$ cat config.mk
export PLATFORM = sky130hd
export DESIGN_NAME = pc_fetch_flat
export DESIGN_NICKNAME = d
export VERILOG_FILES = /design/src/rtl/pc_fetch_pkg.sv /design/src/rtl/pc_fetch_if.sv /design/src/rtl/pc_fetch_next_pc_calc.sv /design/src/rtl/pc_fetch.sv /design/src/flat_wrapper.sv
export SDC_FILE = /design/constraint.sdc
export NUM_CORES = 1
export LEC_CHECK = 0
export CAP_MARGIN = 20
export CORE_MARGIN = 2
export CORE_UTILIZATION = 46
export CTS_CLUSTER_DIAMETER = 30
export DETAILED_ROUTE_END_ITERATION = 10
export PLACE_DENSITY = 0.88
export SLEW_MARGIN = 20
export SYNTH_ARGS = -nofsm -noshare
export SYNTH_HDL_FRONTEND = slang
export SYNTH_SLANG_ARGS = --single-unit
$ cat constraint.sdc
create_clock -name clk -period 5.1 [get_ports clk]
set_clock_uncertainty 0.2 [all_clocks]
set_input_delay 1.02 -clock clk [delete_from_list [all_inputs] [get_ports clk]]
set_output_delay 1.02 -clock clk [all_outputs]
set_load 0.01 [all_outputs]
$ cat src/rtl/pc_fetch_pkg.sv
// Shared definitions for the fetch stage: next-PC source select codes,
// fetch FSM state codes and the instruction size in bytes.
package cpu_fetch_pkg;

    typedef enum logic [1:0] {
        PC_SRC_SEQ    = 2'b00,
        PC_SRC_BRANCH = 2'b01,
        PC_SRC_JUMP   = 2'b10,
        PC_SRC_JR     = 2'b11
    } pc_src_e;

    typedef enum logic [1:0] {
        ST_BOOT  = 2'b00,
        ST_RUN   = 2'b01,
        ST_HALT  = 2'b10,
        ST_FAULT = 2'b11
    } fetch_state_e;

    localparam logic [31:0] INSTR_BYTES = 32'd4;

endpackage

$ cat src/rtl/pc_fetch_if.sv
// ROM fetch bus between the PC stage and the instruction ROM.
//   rom_addr : byte address of the instruction being fetched
//   rom_nrd  : read strobe, active low
// master = fetch stage (drives), slave = ROM (receives).
interface pc_fetch_if;
    logic [31:0] rom_addr;
    logic        rom_nrd;

    modport master (output rom_addr, output rom_nrd);
    modport slave  (input  rom_addr, input  rom_nrd);
endinterface

$ cat src/rtl/pc_fetch_next_pc_calc.sv
// Purely combinational next-PC selector.
//   pc, pc_src, imm_ext, jump_target, reg_target : inputs
//   pc_plus4 : pc + 4
//   next_pc  : selected next PC (modulo 2^32)
//   misalign : next_pc is not word aligned
module next_pc_calc
    import cpu_fetch_pkg::*;
(
    input  logic [31:0] pc,
    input  logic [1:0]  pc_src,
    input  logic [31:0] imm_ext,
    input  logic [25:0] jump_target,
    input  logic [31:0] reg_target,
    output logic [31:0] pc_plus4,
    output logic [31:0] next_pc,
    output logic        misalign
);

    assign pc_plus4 = pc + INSTR_BYTES;

    always_comb begin
        next_pc = pc_plus4;
        case (pc_src_e'(pc_src))
            PC_SRC_SEQ:    next_pc = pc_plus4;
            // Branch offset is in words; the top two bits fall off the shift.
            PC_SRC_BRANCH: next_pc = pc_plus4 + {imm_ext[29:0], 2'b00};
            PC_SRC_JUMP:   next_pc = {pc_plus4[31:28], jump_target, 2'b00};
            PC_SRC_JR:     next_pc = reg_target;
            default:       next_pc = pc_plus4;
        endcase
    end

    assign misalign = |next_pc[1:0];

endmodule

$ cat src/rtl/pc_fetch.sv
// Program counter and fetch control for the single-cycle CPU.
// Holds the PC, picks the next PC, drives the ROM bus and sequences
// BOOT -> RUN -> {HALT | FAULT}. HALT and FAULT are left only by reset.
// Ports:
//   clk, nrst       : clock, asynchronous active-low reset
//   pc_write        : 1 = advance, 0 = stall
//   pc_src          : next-PC select (SEQ/BRANCH/JUMP/JR)
//   imm_ext         : branch offset in words
//   jump_target     : J-type target field
//   reg_target      : JR target
//   halt_in         : halt decoded this cycle
//   rom             : ROM bus (rom_addr, rom_nrd)
//   pc_out, pc_plus4, halted, fault, instr_count : status outputs
// Build option: FETCH_BOUND_CHECK_EN adds a ROM range check that faults on
// out-of-range targets and parks rom_addr at RESET_PC while in FAULT.
module pc_fetch
    import cpu_fetch_pkg::*;
#(
    parameter logic [31:0] RESET_PC  = 32'h0000_0000,
    parameter int unsigned ROM_BYTES = 100,
    parameter int unsigned CNT_W     = 32
) (
    input  logic             clk,
    input  logic             nrst,
    input  logic             pc_write,
    input  logic [1:0]       pc_src,
    input  logic [31:0]      imm_ext,
    input  logic [25:0]      jump_target,
    input  logic [31:0]      reg_target,
    input  logic             halt_in,
    pc_fetch_if.master       rom,
    output logic [31:0]      pc_out,
    output logic [31:0]      pc_plus4,
    output logic             halted,
    output logic             fault,
    output logic [CNT_W-1:0] instr_count
);

`ifdef FETCH_BOUND_CHECK_EN
    localparam bit BOUND_EN = 1'b1;
`else
    localparam bit BOUND_EN = 1'b0;
`endif

    fetch_state_e     st_q;
    logic [31:0]      pc_q;
    logic [CNT_W-1:0] cnt_q, cnt_d;
    logic             rom_nrd_q, halted_q, fault_q;
    logic [31:0]      next_pc;
    logic             misalign, out_of_range, bad_target;

    next_pc_calc u_npc (
        .pc          (pc_q),
        .pc_src      (pc_src),
        .imm_ext     (imm_ext),
        .jump_target (jump_target),
        .reg_target  (reg_target),
        .pc_plus4    (pc_plus4),
        .next_pc     (next_pc),
        .misalign    (misalign)
    );

    // Last byte of the fetched word must lie inside the ROM; 33 bits so a
    // target near 2^32 cannot wrap back into range.
    assign out_of_range = ({1'b0, next_pc} + 33'd3) >= {1'b0, ROM_BYTES};
    assign bad_target   = misalign | (BOUND_EN & out_of_range);

    assign cnt_d = (&cnt_q) ? cnt_q : cnt_q + 1'b1;

    always_ff @(posedge clk or negedge nrst) begin
        if (!nrst) begin
            st_q      <= ST_BOOT;
            pc_q      <= RESET_PC;
            cnt_q     <= '0;
            rom_nrd_q <= 1'b1;
            halted_q  <= 1'b0;
            fault_q   <= 1'b0;
        end else begin
            case (st_q)
                ST_BOOT: begin
                    st_q      <= ST_RUN;
                    rom_nrd_q <= 1'b0;
                end
                ST_RUN: begin
                    if (halt_in) begin
                        st_q      <= ST_HALT;
                        halted_q  <= 1'b1;
                        rom_nrd_q <= 1'b1;
                    end else if (pc_write) begin
                        if (bad_target) begin
                            st_q      <= ST_FAULT;
                            fault_q   <= 1'b1;
                            rom_nrd_q <= 1'b1;
                        end else begin
                            pc_q  <= next_pc;
                            cnt_q <= cnt_d;
                        end
                    end
                end
                default: ;  // HALT / FAULT hold until reset
            endcase
        end
    end

    assign pc_out       = pc_q;
    assign rom.rom_addr = (BOUND_EN && st_q == ST_FAULT) ? RESET_PC : pc_q;
    assign rom.rom_nrd  = rom_nrd_q;
    assign halted       = halted_q;
    assign fault        = fault_q;
    assign instr_count  = cnt_q;

endmodule

$ cat src/flat_wrapper.sv
// flat-port wrapper written by rule: the top's interface ports become plain ports
module pc_fetch_flat import cpu_fetch_pkg::*;
#(
    parameter logic [31:0] RESET_PC  = 32'h0000_0000,
    parameter int unsigned ROM_BYTES = 100,
    parameter int unsigned CNT_W     = 32
)
  (clk, nrst, pc_write, pc_src, imm_ext, jump_target, reg_target, halt_in, pc_out, pc_plus4, halted, fault, instr_count, rom_rom_addr, rom_rom_nrd);
  pc_fetch_if rom_i ();
  input  logic clk;
  input  logic nrst;
  input  logic pc_write;
  input  logic [1:0] pc_src;
  input  logic [31:0] imm_ext;
  input  logic [25:0] jump_target;
  input  logic [31:0] reg_target;
  input  logic halt_in;
  output logic [31:0] pc_out;
  output logic [31:0] pc_plus4;
  output logic halted;
  output logic fault;
  output logic [CNT_W-1:0] instr_count;
  output wire logic [$bits(rom_i.rom_addr)-1:0] rom_rom_addr;
  output wire logic [$bits(rom_i.rom_nrd)-1:0] rom_rom_nrd;
  assign rom_rom_addr = rom_i.rom_addr;
  assign rom_rom_nrd = rom_i.rom_nrd;
  pc_fetch #(.RESET_PC(RESET_PC), .ROM_BYTES(ROM_BYTES), .CNT_W(CNT_W)) u_core (.clk(clk), .nrst(nrst), .pc_write(pc_write), .pc_src(pc_src), .imm_ext(imm_ext), .jump_target(jump_target), .reg_target(reg_target), .halt_in(halt_in), .rom(rom_i), .pc_out(pc_out), .pc_plus4(pc_plus4), .halted(halted), .fault(fault), .instr_count(instr_count));
endmodule
==> qor.yml, run 1 <==
outcome: "finished clean"
grt_max_degree: 64
ys.flop_type: "dfrtp_1"
dieArea_mm2: 0.01438
synth.net_count: 859
fin_nets: 1040
leakage_nw: 3.569
synth_seq_cells: 69
die_w_um: 119.9
cts-root-buf: "clkbuf_16"
yosys-top-cells-area: "dfrtp_1, ha_1, xnor2_1"
routabilityCongestion: 0.9442
drive_gt1_share_pct: 7.025
worst_pin_slew_ps: 730.6
grt_pass1_vias: 6219
numCtsBuffers: 9
synth_top_cells_by_count: "dfrtp_1, a21oi_1, nand2_1"
post-cts-setup-buffer-count: 0
synth-seq-area-share_pct: 27.95
finalMaxSlewViolations: 0
synth-edff-count: 0
via_count: 6297
drtIter0Drc: 405
syn_area_mm2: 0.006182
start_kind: "flip-flop"
cap_violations: 0
grt_usage_pct: 28.35
cts_sinks: 69
overflow: 0
htree_levels: 3
hold_violations: 0
path_clk_slew_ps: 60
crit_fanout: 8
slew_headroom_pct: 51.29
crit_path_end_kind: "flip-flop"
initial_utilization_pct: 46.87
irDropWorstVdd_mv: 0.2183
p_total_mw: 2.001
ios: 227
yosysWarnings: 0
holdBufCountCts: 0
synth_cells: 725
finalSetupTns_ps: 0
cts-resized-gates: 0
hold_path_class: "reg2reg"
cts_buffer_depth: 2
yosysMostFrequentCell: "dfrtp_1"
place_hpwl_um: 15370
coreArea_mm2: 0.01319
worstPathRequired_ps: 5140
row_count: 42
grt_pass1_wl_um: 32190
wl_per_cell_um: 18.59
vias_per_cell: 5.793
power.density_mw_per_mm2: 231.9
finalCritPeriodShare_pct: 89.59
synth_cell_types: 72
period_minus_slack_ps: 4569
drcViolationCount: 0
synthArstFlopShare_pct: 100.0
antenna_cells: 0
antenna_left: 0
drtPass1Iterations: 5
clk_latency_ps: 340
cts_tree: "done"
die_h_um: 119.9
syn_to_final_growth_pct: 39.53
crit_arrival_ps: 4610
timing.fmax_mhz: 218.9
setup_viol_count_final: 0
io_buffers: 224
wirelength_um: 20210
critPathKind: "reg2reg"
antenna_found_initial: 0
rsz0062_at_grt: "no"
postSynthAreaPerCell_um2: 8.527
yosys.area.top_type: "dfrtp_1"
netlist.area_leader.share_pct: 27.52
## critical path, stage by stage, from the launching register on
cell	delay, ps
dfrtp_1	490
ha_1	250
nand3_1	200
nor2_1	150
buf_4	130
and3_2	200
and3_1	240
nand3_1	110
xnor2_1	380
ha_1	370
a21o_1	190
a21o_1	200
a21o_1	180
a221o_1	420
a41oi_2	320
xor2_1	240
o21ai_1	90
o21a_1	110
## placed cells by master, fill, tap and decap left out, types with 8 or more instances in the layout
master / n
xnor2_1: 46
o21ai_0: 33
mux2_2: 8
nor2_1: 49
clkdlybuf4s50_1: 221
and3_1: 11
mux2i_1: 8
xor2_1: 35
dfrtp_1: 68
nand3_1: 30
nor3_1: 21
mux4_2: 8
ha_1: 37
clkbuf_16: 9
nand4_1: 16
inv_1: 22
buf_4: 8
a21oi_1: 67
a21o_1: 16
nand2_1: 61
o22ai_1: 9
nor2b_1: 9
## registers in the layout, indices dropped and copies added, names as in the netlist
register	flops
u_core.rom.rom_nrd	1
u_core.pc_out	32
u_core.st_q	2
u_core.instr_count	32
u_core.fault	1
u_core.halted	1
## cells by family (layout without fill, tap and decap cells)
group | count (synthesis) | after routing | share of synthesized area [%]
compound gates | 184 | 184 | 19.31
flops | 69 | 69 | 27.95
mux | 24 | 24 | 5.667
simple gates | 246 | 246 | 20.56
xor+xnor | 81 | 81 | 11.48
fa+ha+maj | 38 | 38 | 7.812
buf+inv | 83 | 269 | 7.225
## per-layer routing
metal	up-vias	wire [um]	track usage, %
li1	2961	-	-
met1	2966	8043	34.10
met2	309	9732	48.01
met3	61	1739	7.082
met4	0	694	12.21
met5	-	0	0
## report_power, final
group          internal [mW]  leakage, nW  switching (mW)
clock                  0.393        0.146           0.253
sequential             0.580        0.919          0.0603
combinational          0.375         2.50           0.339
## cell type report
class / instances / area (um2)
Clock buffer: 11 / 242.7
Clock inverter: 5 / 60.06
Fill cell: 1117 / 4564
Inverter: 22 / 82.58
Multi-Input combinational cell: 573 / 4010
Sequential cell: 69 / 1728
Tap cell: 176 / 220.2
Timing Repair Buffer: 231 / 2282
## path summary, 6_finish.rpt
path / cells after the start / slack (ps) / from / endpoint
setup / recovery: 17 / 530 / u_core.pc_out[2] / u_core.pc_out[26]
hold / removal: 1 / 260 / u_core.halted / u_core.halted
setup reg to reg: 17 / 530 / u_core.pc_out[2] / u_core.pc_out[26]
hold reg to reg: 1 / 260 / u_core.halted / u_core.halted
max in group asynchronous: 2 / 3400 / nrst / u_core.pc_out[13]
min in group asynchronous: 1 / 480 / nrst / u_core.instr_count[14]
## metrics by stage
stage	setup slack [ps]	hold WS, ps	area (um2)	cells	utilization (%)
2_1_floorplan	996.2	285.6	6182	725	-
3_3_place_gp	684.1	255.5	8320	1071	63.08
3_5_place_dp	589.6	256.5	8320	1071	63.08
4_1_cts	571.3	270.0	8623	1087	65.38
5_1_grt	250.3	277.1	8626	1087	65.40
6_report	530.7	264.1	8626	1087	65.40
No activity file was read; power rests on OpenSTA's default activity.
==> inputs of run 2 (changes only) <==
--- a/config.mk
+++ b/config.mk
@@ -5,12 +5,13 @@
 export SDC_FILE = /design/constraint.sdc
 export NUM_CORES = 1
 export LEC_CHECK = 0
+export ABC_AREA = 1
 export CAP_MARGIN = 20
 export CORE_MARGIN = 2
-export CORE_UTILIZATION = 46
+export CORE_UTILIZATION = 49
 export CTS_CLUSTER_DIAMETER = 30
 export DETAILED_ROUTE_END_ITERATION = 10
-export PLACE_DENSITY = 0.88
+export PLACE_DENSITY = 0.89
 export SLEW_MARGIN = 20
 export SYNTH_ARGS = -nofsm -noshare
 export SYNTH_HDL_FRONTEND = slang
==> qor.yml, run 2 <==
outcome: "finished clean"
rsz0062_at_grt: "no"
critPathKind: "reg2out"
io_buffers: 224
grt_max_degree: 54
coreArea_mm2: 0.01464
power.density_mw_per_mm2: 145.6
synth.area.mux_share_pct: 0
drive_gt1_share_pct: 2.665
post-cts-setup-buffer-count: 0
die_w_um: 126.8
hold_violations: 0
die_h_um: 126.8
fin_nets: 1555
timing.rr.start: "u_core.pc_out[3]"
antenna_cells: 0
dieArea_mm2: 0.01608
endpoint: "pc_plus4[24]"
timing.rr.end: "u_core.pc_out[29]"
path_clk_slew_ps: 60
cts_sinks: 69
synth_cells: 1238
irDropWorstVdd_mv: 0.1579
overflow: 0
place_hpwl_um: 21550
synth.net_count: 1372
start_kind: "flip-flop"
yosysWarnings: 0
synth_compound_area_share_pct: 10.31
drtPass1Iterations: 6
finalSetupTns_ps: 0
holdBufCountCts: 0
synth-edff-count: 0
hold_path_class: "reg2reg"
yosys-top-cells-area: "nand2_1, dfrtp_1, inv_1"
fill_cells: 1340
cts-root-buf: "clkbuf_16"
synth_seq_cells: 69
vias_per_cell: 5.427
final_cell_mix: "nand2_1, clkdlybuf4s50_1, inv_1"
timing.fmax_mhz: 236.3
routabilityCongestion: 0.9892
postSynthAreaPerCell_um2: 5.969
setup_viol_count_final: 0
htree_levels: 3
grt_pass1_wl_um: 42070
synth-adder-area-share_pct: 6.536
wirelength_um: 26870
yosysMostFrequentCell: "nand2_1"
worstPathRequired_ps: 3880
antenna_left: 0
yosys.area.top_type: "nand2_1"
slew_headroom_pct: 46.42
cts_tree: "done"
via_count: 8737
worst_pin_slew_ps: 802.9
synthArstFlopShare_pct: 100.0
numCtsBuffers: 9
ios: 227
synth_top_family_by_area: "simple AND/OR/NAND/NOR gates"
crit_fanout: 6
cap_violations: 0
crit_arrival_ps: 3010
syn_area_mm2: 0.007390
synth_xor_area_share_pct: 6.045
layout_commonest_cell: "nand2_1"
finalMaxSlewViolations: 0
grt_pass1_vias: 8317
leakage_nw: 4.915
row_count: 44
place_ws_ps: 1179
drtIter0Drc: 809
wl_per_cell_um: 16.69
initial_utilization_pct: 50.46
synth-simple-area-share_pct: 40.04
antenna_found_initial: 0
layout_setup_ws_ps: 867.7
finalCritPeriodShare_pct: 82.99
syn_to_final_growth_pct: 32.88
ys.flop_type: "dfrtp_1"
reg2reg_depth: 18
crit_start: "u_core.pc_out[3]"
synth_cell_types: 40
synth-seq-area-share_pct: 23.38
drcViolationCount: 0
period_minus_slack_ps: 4232
cts_buffer_depth: 2
clk_latency_ps: 350
synth_top_cells_by_count: "nand2_1, inv_1, nor2_1"
crit_path_end_kind: "primary output"
netlist.area_leader.share_pct: 23.77
grt_usage_pct: 33.11
cts-resized-gates: 0
r2r_setup_slack_ps: 1220
[run 2: cell types whose count changed after synthesis, moves of 20 or more]
cell / before / now
nand2_1: 61 / 468
nor2_1: 49 / 107
xnor2_1: 46 / 12
o21ai_0: 33 / 55
a21oi_1: 67 / 47
inv_1: 22 / 166
nand3_1: 30 / 72
[run 2: metrics by stage]
| stage | area (um2) | hold WS [ps] | cells | util (%) | total power, mW |
|---|---|---|---|---|---|
| 2_1_floorplan | 7390 | 261.4 | 1238 | - | 0.6630 |
| 3_3_place_gp | 9520 | 257.8 | 1594 | 65.01 | 0.7871 |
| 3_5_place_dp | 9520 | 256.8 | 1594 | 65.01 | 0.7896 |
| 4_1_cts | 9819 | 280.0 | 1610 | 67.05 | 1.430 |
| 5_1_grt | 9819 | 307.0 | 1610 | 67.05 | 1.474 |
| 6_report | 9819 | 271.6 | 1610 | 67.05 | 1.430 |
[run 2: worst max-delay path, stage by stage, from the launching register on]
cell and delay [ps]:
dfrtp_1 420, ha_1 230, nand2_1 100, nor2_2 220
nand4_1 280, inv_1 190, nand3_1 100, xnor2_1 470
clkdlybuf4s50_1 650
[run 2: where the power goes]
| group | switching, mW | internal [mW] |
|---|---|---|
| combinational | 0.128 | 0.108 |
| sequential | 0 | 0.548 |
| clock | 0.240 | 0.405 |
[run 2: cell type report]
| class | instances | area (um2) | share of cell area [%] |
|---|---|---|---|
| Clock inverter | 2 | 35.03 | 0.3568 |
| Multi-Input combinational cell | 942 | 4651 | 47.36 |
| Clock buffer | 14 | 264.0 | 2.689 |
| Tap cell | 184 | 230.2 | 2.345 |
| Timing Repair Buffer | 228 | 2267 | 23.09 |
| Sequential cell | 69 | 1728 | 17.60 |
| Inverter | 171 | 644.4 | 6.562 |
[run 2: logic make-up (layout without fill, tap and decap cells)]
family,after synthesis,after routing
xor+xnor,51,51
compound gates,135,135
fa+ha+maj,38,38
buf+inv,227,415
simple gates,718,718
flops,69,69
[run 2: worst min path at each step]
stage                endpoint            from  depth (start not counted)
4_1_cts         u_core.halted   u_core.halted                          2
2_1_floorplan  u_core.st_q[1]  u_core.st_q[1]                          2
3_5_place_dp    u_core.halted   u_core.halted                          2
3_3_place_gp    u_core.halted   u_core.halted                          2
6_report        u_core.halted   u_core.halted                          2
5_1_grt         u_core.halted   u_core.halted                          2
[run 2: metal layers]
layer | part of all wire, % | track usage [%] | routed length [um]
met5 | 0 | 0 | 0
met2 | 43 | 51.77 | 11590
met1 | 41 | 43.79 | 11030
met3 | 11 | 7.676 | 3047
met4 | 4.5 | 14.74 | 1198
==> inputs of run 3 (changes only) <==
==> constraint.sdc (replaced) <==
create_clock -name clk -period 4.1 [get_ports clk]
set_clock_uncertainty 0.2 [all_clocks]
set_input_delay 0.82 -clock clk [delete_from_list [all_inputs] [get_ports clk]]
set_output_delay 0.82 -clock clk [all_outputs]
set_load 0.01 [all_outputs]
==> qor.yml, run 3 (synthesized netlist as in run 2, its figures left out) <==
worstPathRequired_ps: 3080
period_minus_slack_ps: 3926
endpoint: "pc_plus4[18]"
path_clk_slew_ps: 60
timing.rr.start: "u_core.pc_out[2]"
ios: 227
syn_to_final_growth_pct: 33.85
coreArea_mm2: 0.01464
finalCritPeriodShare_pct: 95.76
cap_violations: 0
worstPathCellList: "ha_1 > nand2_1 > nor2_2 > nand4_1 > inv_1 > nand3_1 > xor2_1 > clkdlybuf4s50_1"
cts_buffer_depth: 2
start_kind: "flip-flop"
numCtsBuffers: 9
drtPass1Iterations: 7
finalSetupTns_ps: 0
cts_sinks: 69
timing.rr.end: "u_core.pc_out[29]"
cts-root-buf: "clkbuf_16"
antenna_left: 0
outcome: "finished clean"
setup_viol_count_final: 0
crit_start: "u_core.pc_out[2]"
r2r_setup_slack_ps: 380
grt_max_degree: 70
io_buffers: 224
worst_pin_slew_ps: 809.1
clkPwrFrac_pct: 43.1
crit_path_end_kind: "primary output"
critPathKind: "reg2out"
slowest_stage: "clkdlybuf4s50_1"
fin_area_mm2: 0.009891
switching_share_pct: 26.72
final_cell_mix: "nand2_1, clkdlybuf4s50_1, inv_1"
grt_pass1_vias: 8228
row_count: 44
drtIter0Drc: 1040
crit_fanout: 6
grt_usage_pct: 33.47
place_hpwl_um: 21820
antenna_found_initial: 0
routabilityCongestion: 1.018
timing.fmax_mhz: 254.7
grt_pass1_wl_um: 42430
fill_cells: 1330
drcViolationCount: 0
finalMaxSlewViolations: 0
p_comb_share_pct: 17.4
p_int_mw: 1.264
wl_per_cell_um: 16.75
die_w_um: 126.8
wirelength_um: 27110
leakage_nw: 4.953
htree_levels: 3
hold_path_class: "reg2reg"
rsz0062_at_grt: "no"
irDropWorstVdd_mv: 0.2054
reg2reg_depth: 18
register_area_mm2: 0.001728
clk_latency_ps: 340
vias_per_cell: 5.497
final_util_pct: 67.54
fin_nets: 1563
critPathMaxStageDelay_ps: 640
layout_commonest_cell: "nand2_1"
cts_tree: "done"
power.density_mw_per_mm2: 174.4
die_h_um: 126.8
drive_gt1_share_pct: 3.417
placed_area_mm2: 0.009593
multi_input_area_mm2: 0.004658
crit_arrival_ps: 2910
via_count: 8900
initial_utilization_pct: 50.46
overflow: 0
slew_headroom_pct: 46.00
power_frac_seq_pct: 39.5
hold_violations: 0
dieArea_mm2: 0.01608
p_switching_mw: 0.4609
-- run 3: worst min path at each step --
stage / start / to / slack, ps / cells after the start
after floorplan: u_core.st_q[1] / u_core.st_q[1] / 260 / 2
after global placement: u_core.halted / u_core.halted / 260 / 2
after detailed placement: u_core.halted / u_core.halted / 260 / 2
after CTS: u_core.halted / u_core.halted / 280 / 2
after global routing: u_core.rom.rom_nrd / u_core.rom.rom_nrd / 310 / 2
final: u_core.halted / u_core.halted / 280 / 2
-- run 3: worst max-delay path, delay by kind of cell, from the launching register on --
kind | cells | cell delay [ps]
fa+ha+maj | 1 | 230
xor+xnor | 1 | 390
simple gates | 4 | 690
buf+inv | 2 | 820
flops | 1 | 420
-- run 3: final cells by class --
cell class,instances,area share [%]
Multi-Input combinational cell,942,47.10
Timing Repair Buffer,236,23.66
Sequential cell,69,17.47
Inverter,171,6.515
Clock buffer,12,2.593
Tap cell,184,2.328
Clock inverter,4,0.3163
Antenna cell,1,0.02530
-- run 3: layer usage --
metal | GRT usage, % | part of all wire, %
met1 | 43.85 | 42
met2 | 52.44 | 44
met3 | 8.899 | 11
met4 | 13.90 | 3.9
met5 | 0 | 0
-- run 3: repair_timing --
action | 4_1_cts | 5_1_grt
setup buffers | 0 | 0
endpoints found under the setup margin | 0 | 1
hold buffers | 0 | 0
endpoints found under the hold margin | 0 | 0
resized for setup | 0 | 1
-- run 3: per-stage QoR --
stage / hold slack [ps] / setup slack (ps) / power (mW) / cells
2_1_floorplan: 261.4 / 978.4 / 0.8248 / 1238
3_3_place_gp: 260.1 / 573.1 / 0.9860 / 1602
3_5_place_dp: 262.4 / 495.1 / 0.9880 / 1602
4_1_cts: 282.3 / 176.7 / 1.730 / 1618
5_1_grt: 305.5 / 4.365 / 1.790 / 1618
6_report: 280.7 / 173.9 / 1.725 / 1619
-- run 3: power by group through the flow --
stage | clock network [mW] | registers [mW] | logic [mW]
floorplan | 0 | 0.694 | 0.131
detailed placement | 0 | 0.693 | 0.295
finish | 0.743 | 0.681 | 0.300
CTS | 0.753 | 0.681 | 0.296
global route | 0.782 | 0.681 | 0.327
global placement | 0 | 0.693 | 0.293
==> RTL change, RTL diff (settings of run 1) <==
Add a define of `FETCH_BOUND_CHECK_EN`.
--- a/src/rtl/pc_fetch.sv
+++ b/src/rtl/pc_fetch.sv
@@ -13,6 +13,8 @@
 //   pc_out, pc_plus4, halted, fault, instr_count : status outputs
 // Build option: FETCH_BOUND_CHECK_EN adds a ROM range check that faults on
 // out-of-range targets and parks rom_addr at RESET_PC while in FAULT.
+`define FETCH_BOUND_CHECK_EN
+
 module pc_fetch
     import cpu_fetch_pkg::*;
 #(
Behaviour: not the same (Yosys sat finds a counterexample within 4 cycles, from zero or initial values and one cycle with nrst low).
==> RTL change against run 1 <==
The flow now finishes with violations (negative setup slack); total power down 15%; final area increased by 47%; synthesized area up 15%; sequential power shrank 14%; worst setup slack got worse by 1000 ps; die area up 14%; sequential cell count did not move; first-iteration DRC count grew to 2.8 times the old value; routed wire length rose by 84%; utilization up 18 points; critical path type unchanged; largest cell class unchanged.
==> RTL change: results (changes against run 1) <==
- Outcome: finished, violations left (was finished, final reports clean)
- Failing checks: negative setup slack
- Crit-path max FO: 9 (was 8)
- Avg WL per Cell: 24.4 µm (was 18.6 µm)
- PortBufs: 224 (unchanged)
- Sequential area share after synthesis: 24.3% (was 27.9%)
- Largest net degree at the start of global routing: 37 (was 64)
- Sw Share: 28.6% (was 32.6%)
- Setup ws final: -471 ps (was 531 ps)
- # nets final: 1459 (was 1040)
- GRT Overall Usage: 38.0% (was 28.3%)
- Initial drt markers: 1148 (was 405)
- R2R Path End: u_core.instr_count[3]$_DFFE_PN0P_ (was u_core.pc_out[26]$_DFFE_PN0P_)
- Max Root-Sink Buffers: 2 (unchanged)
- Ys async rst share: 100% (unchanged)
- Clk root buf: clkbuf_16 (unchanged)
- # fillers: 816 (was 1117)
- Hold Path Class: reg -> reg (unchanged)
- Hold_ws: 261 ps (was 264 ps)
- Clk pin slew, worst setup/hold paths: 70 ps
- Hold endpoint: u_core.halted$_DFFE_PN0P_ (unchanged)
- Leak: 5.86 nW (was 3.57 nW)
- Post-Syn Nets: 1003 (was 859)
- # setup viols final: 67 (was 0)
- Post-DP HPWL: 23000 µm (was 15400 µm)
- Worst-Skew Late Latency: 340 ps (about the same)
- Initial antenna violation count: 1 (was 0)
- Hold depth: 1 (unchanged)
- Drt pass-1 iters: 6 (was 5)
- Slew headroom: 41.0% (was 51.3%)
- Synth top cells by count: nand2_1 (91), dfrtp_1 (68), and2_1 (66), a21oi_1 (46), nor2_1 (43) (was dfrtp_1 (68), a21oi_1 (67), nand2_1 (61), nor2_1 (49), xnor2_1 (46))
- Global-route wire length before repair: 49300 µm (was 32200 µm)
- Routability cong.: 1.00 (was 0.944)
- Area after detailed placement: 11200 µm² (was 8320 µm²)
- Layout cells sized above 1: 33.9% (was 7.03%)
- Reg2Reg Launch Point: u_core.pc_out[11]$_DFFE_PN0P_ (was u_core.pc_out[2]$_DFFE_PN0P_)
- Worst reg2reg path depth: 20 (was 17)
- TritonCTS buffer count: 9 (unchanged)
- Vias in the first global route: 9300 (was 6219)
- CP arrival: 5620 ps (was 4610 ps)
- Maximum VDD drop: 0.261 mV (was 0.218 mV)
- Largest cells by area after synthesis: dfrtp_1 (24%), ha_1 (6.0%), and2_1 (5.8%), nand2_1 (4.8%), xor2_1 (4.1%) (was dfrtp_1 (28%), ha_1 (7.5%), xnor2_1 (6.5%), a21oi_1 (5.4%), xor2_1 (5.0%))
- Vias per cell: 6.51 (was 5.79)
- Hold_sp: u_core.halted$_DFFE_PN0P_ (unchanged)
- Synth cell types: 88 (was 72)
- H-tree depth: 3 (unchanged)
- Synth warn: 0 (unchanged)
- Worst Setup Path Type: reg -> reg (unchanged)
[RTL change: layout make-up]
cell class	count	area, µm²	area share (%)
multi-input cells	733	5870	46.2
repair buffers	495	4460	35.1
flip-flops and latches	69	1730	13.6
clock buffers	12	256	2.02
well taps	188	235	1.85
inverters	20	75.1	0.591
clock inverters	4	70.1	0.552
diodes	1	2.50	0.0197
[RTL change: cells by family after synthesis]
group	synth area share [%]
and+or+nand+nor	32.3
AOI/OAI and AO/OA	20.0
buffers and inverters	4.62
DFF	24.3
xor gates and xnor gates	7.51
adders and majority gates	6.27
muxes	4.99
[RTL change: per-layer routing]
| layer | global-route usage (%) | share of wire, % | vias to the layer above |
|---|---|---|---|
| li1 | - | - | 4150 |
| met1 | 45.6 | 35 | 4642 |
| met2 | 65.6 | 46 | 848 |
| met3 | 7.05 | 11 | 272 |
| met4 | 18.1 | 7.7 | 0 |
| met5 | 0 | 0 | - |
[RTL change: metrics by stage]
| step | setup slack (ps) | util, % | power, mW | setup TNS (ps) | std cells |
|---|---|---|---|---|---|
| final | -471 | 83.9 | 1.71 | -19830 | 1522 |
| after global routing | -602 | 83.9 | 1.75 | -30940 | 1522 |
| after CTS | 0.488 | 80.7 | 1.64 | 0 | 1505 |
| after detailed placement | -639 | 74.2 | 0.938 | -32980 | 1473 |
| after global placement | -539 | 74.2 | 0.930 | -27240 | 1473 |
| after floorplan | 0.639 | - | 0.734 | 0 | 872 |
[RTL change: worst max path at each step]
stage	slack, ps	endpoint	cells past startpoint
floorplan	0.6	u_core.instr_count[30]$_DFFE_PN0P_	21
global placement	-540	u_core.instr_count[30]$_DFFE_PN0P_	16
detailed placement	-640	u_core.instr_count[12]$_DFFE_PN0P_	17
CTS	0.5	u_core.instr_count[12]$_DFFE_PN0P_	21
global route	-600	u_core.instr_count[9]$_DFFE_PN0P_	24
finish	-470	u_core.instr_count[3]$_DFFE_PN0P_	20
[RTL change: timing repair]
action                                  CTS  global route
endpoints found under the setup margin   67            67
buffers inserted                         15            15
gates cloned                              1             1
pin swaps                                42            42
resized for setup                       108            72
[RTL change: power by group through the flow]
stage / registers, mW / clock network [mW] / logic [mW]
floorplan: 0.562 / 0 / 0.172
global placement: 0.563 / 0 / 0.367
detailed placement: 0.563 / 0 / 0.374
CTS: 0.554 / 0.686 / 0.401
global route: 0.554 / 0.733 / 0.465
finish: 0.553 / 0.711 / 0.445
[RTL change: worst max-delay path, cell delays in order (launching register included)]
cell	delay [ps]
dfrtp_1	420
buf_6	130
nand4_1	200
nor3_1	350
xnor2_1	290
inv_1	160
ha_4	360
nand4_1	130
buf_4	150
a211o_1	330
buf_6	140
nand4_1	170
a21oi_2	110
nor3_4	250
o22ai_2	120
or3_1	450
or4b_4	590
and2_4	230
buf_12	170
nor4_4	300
xor2_1	220
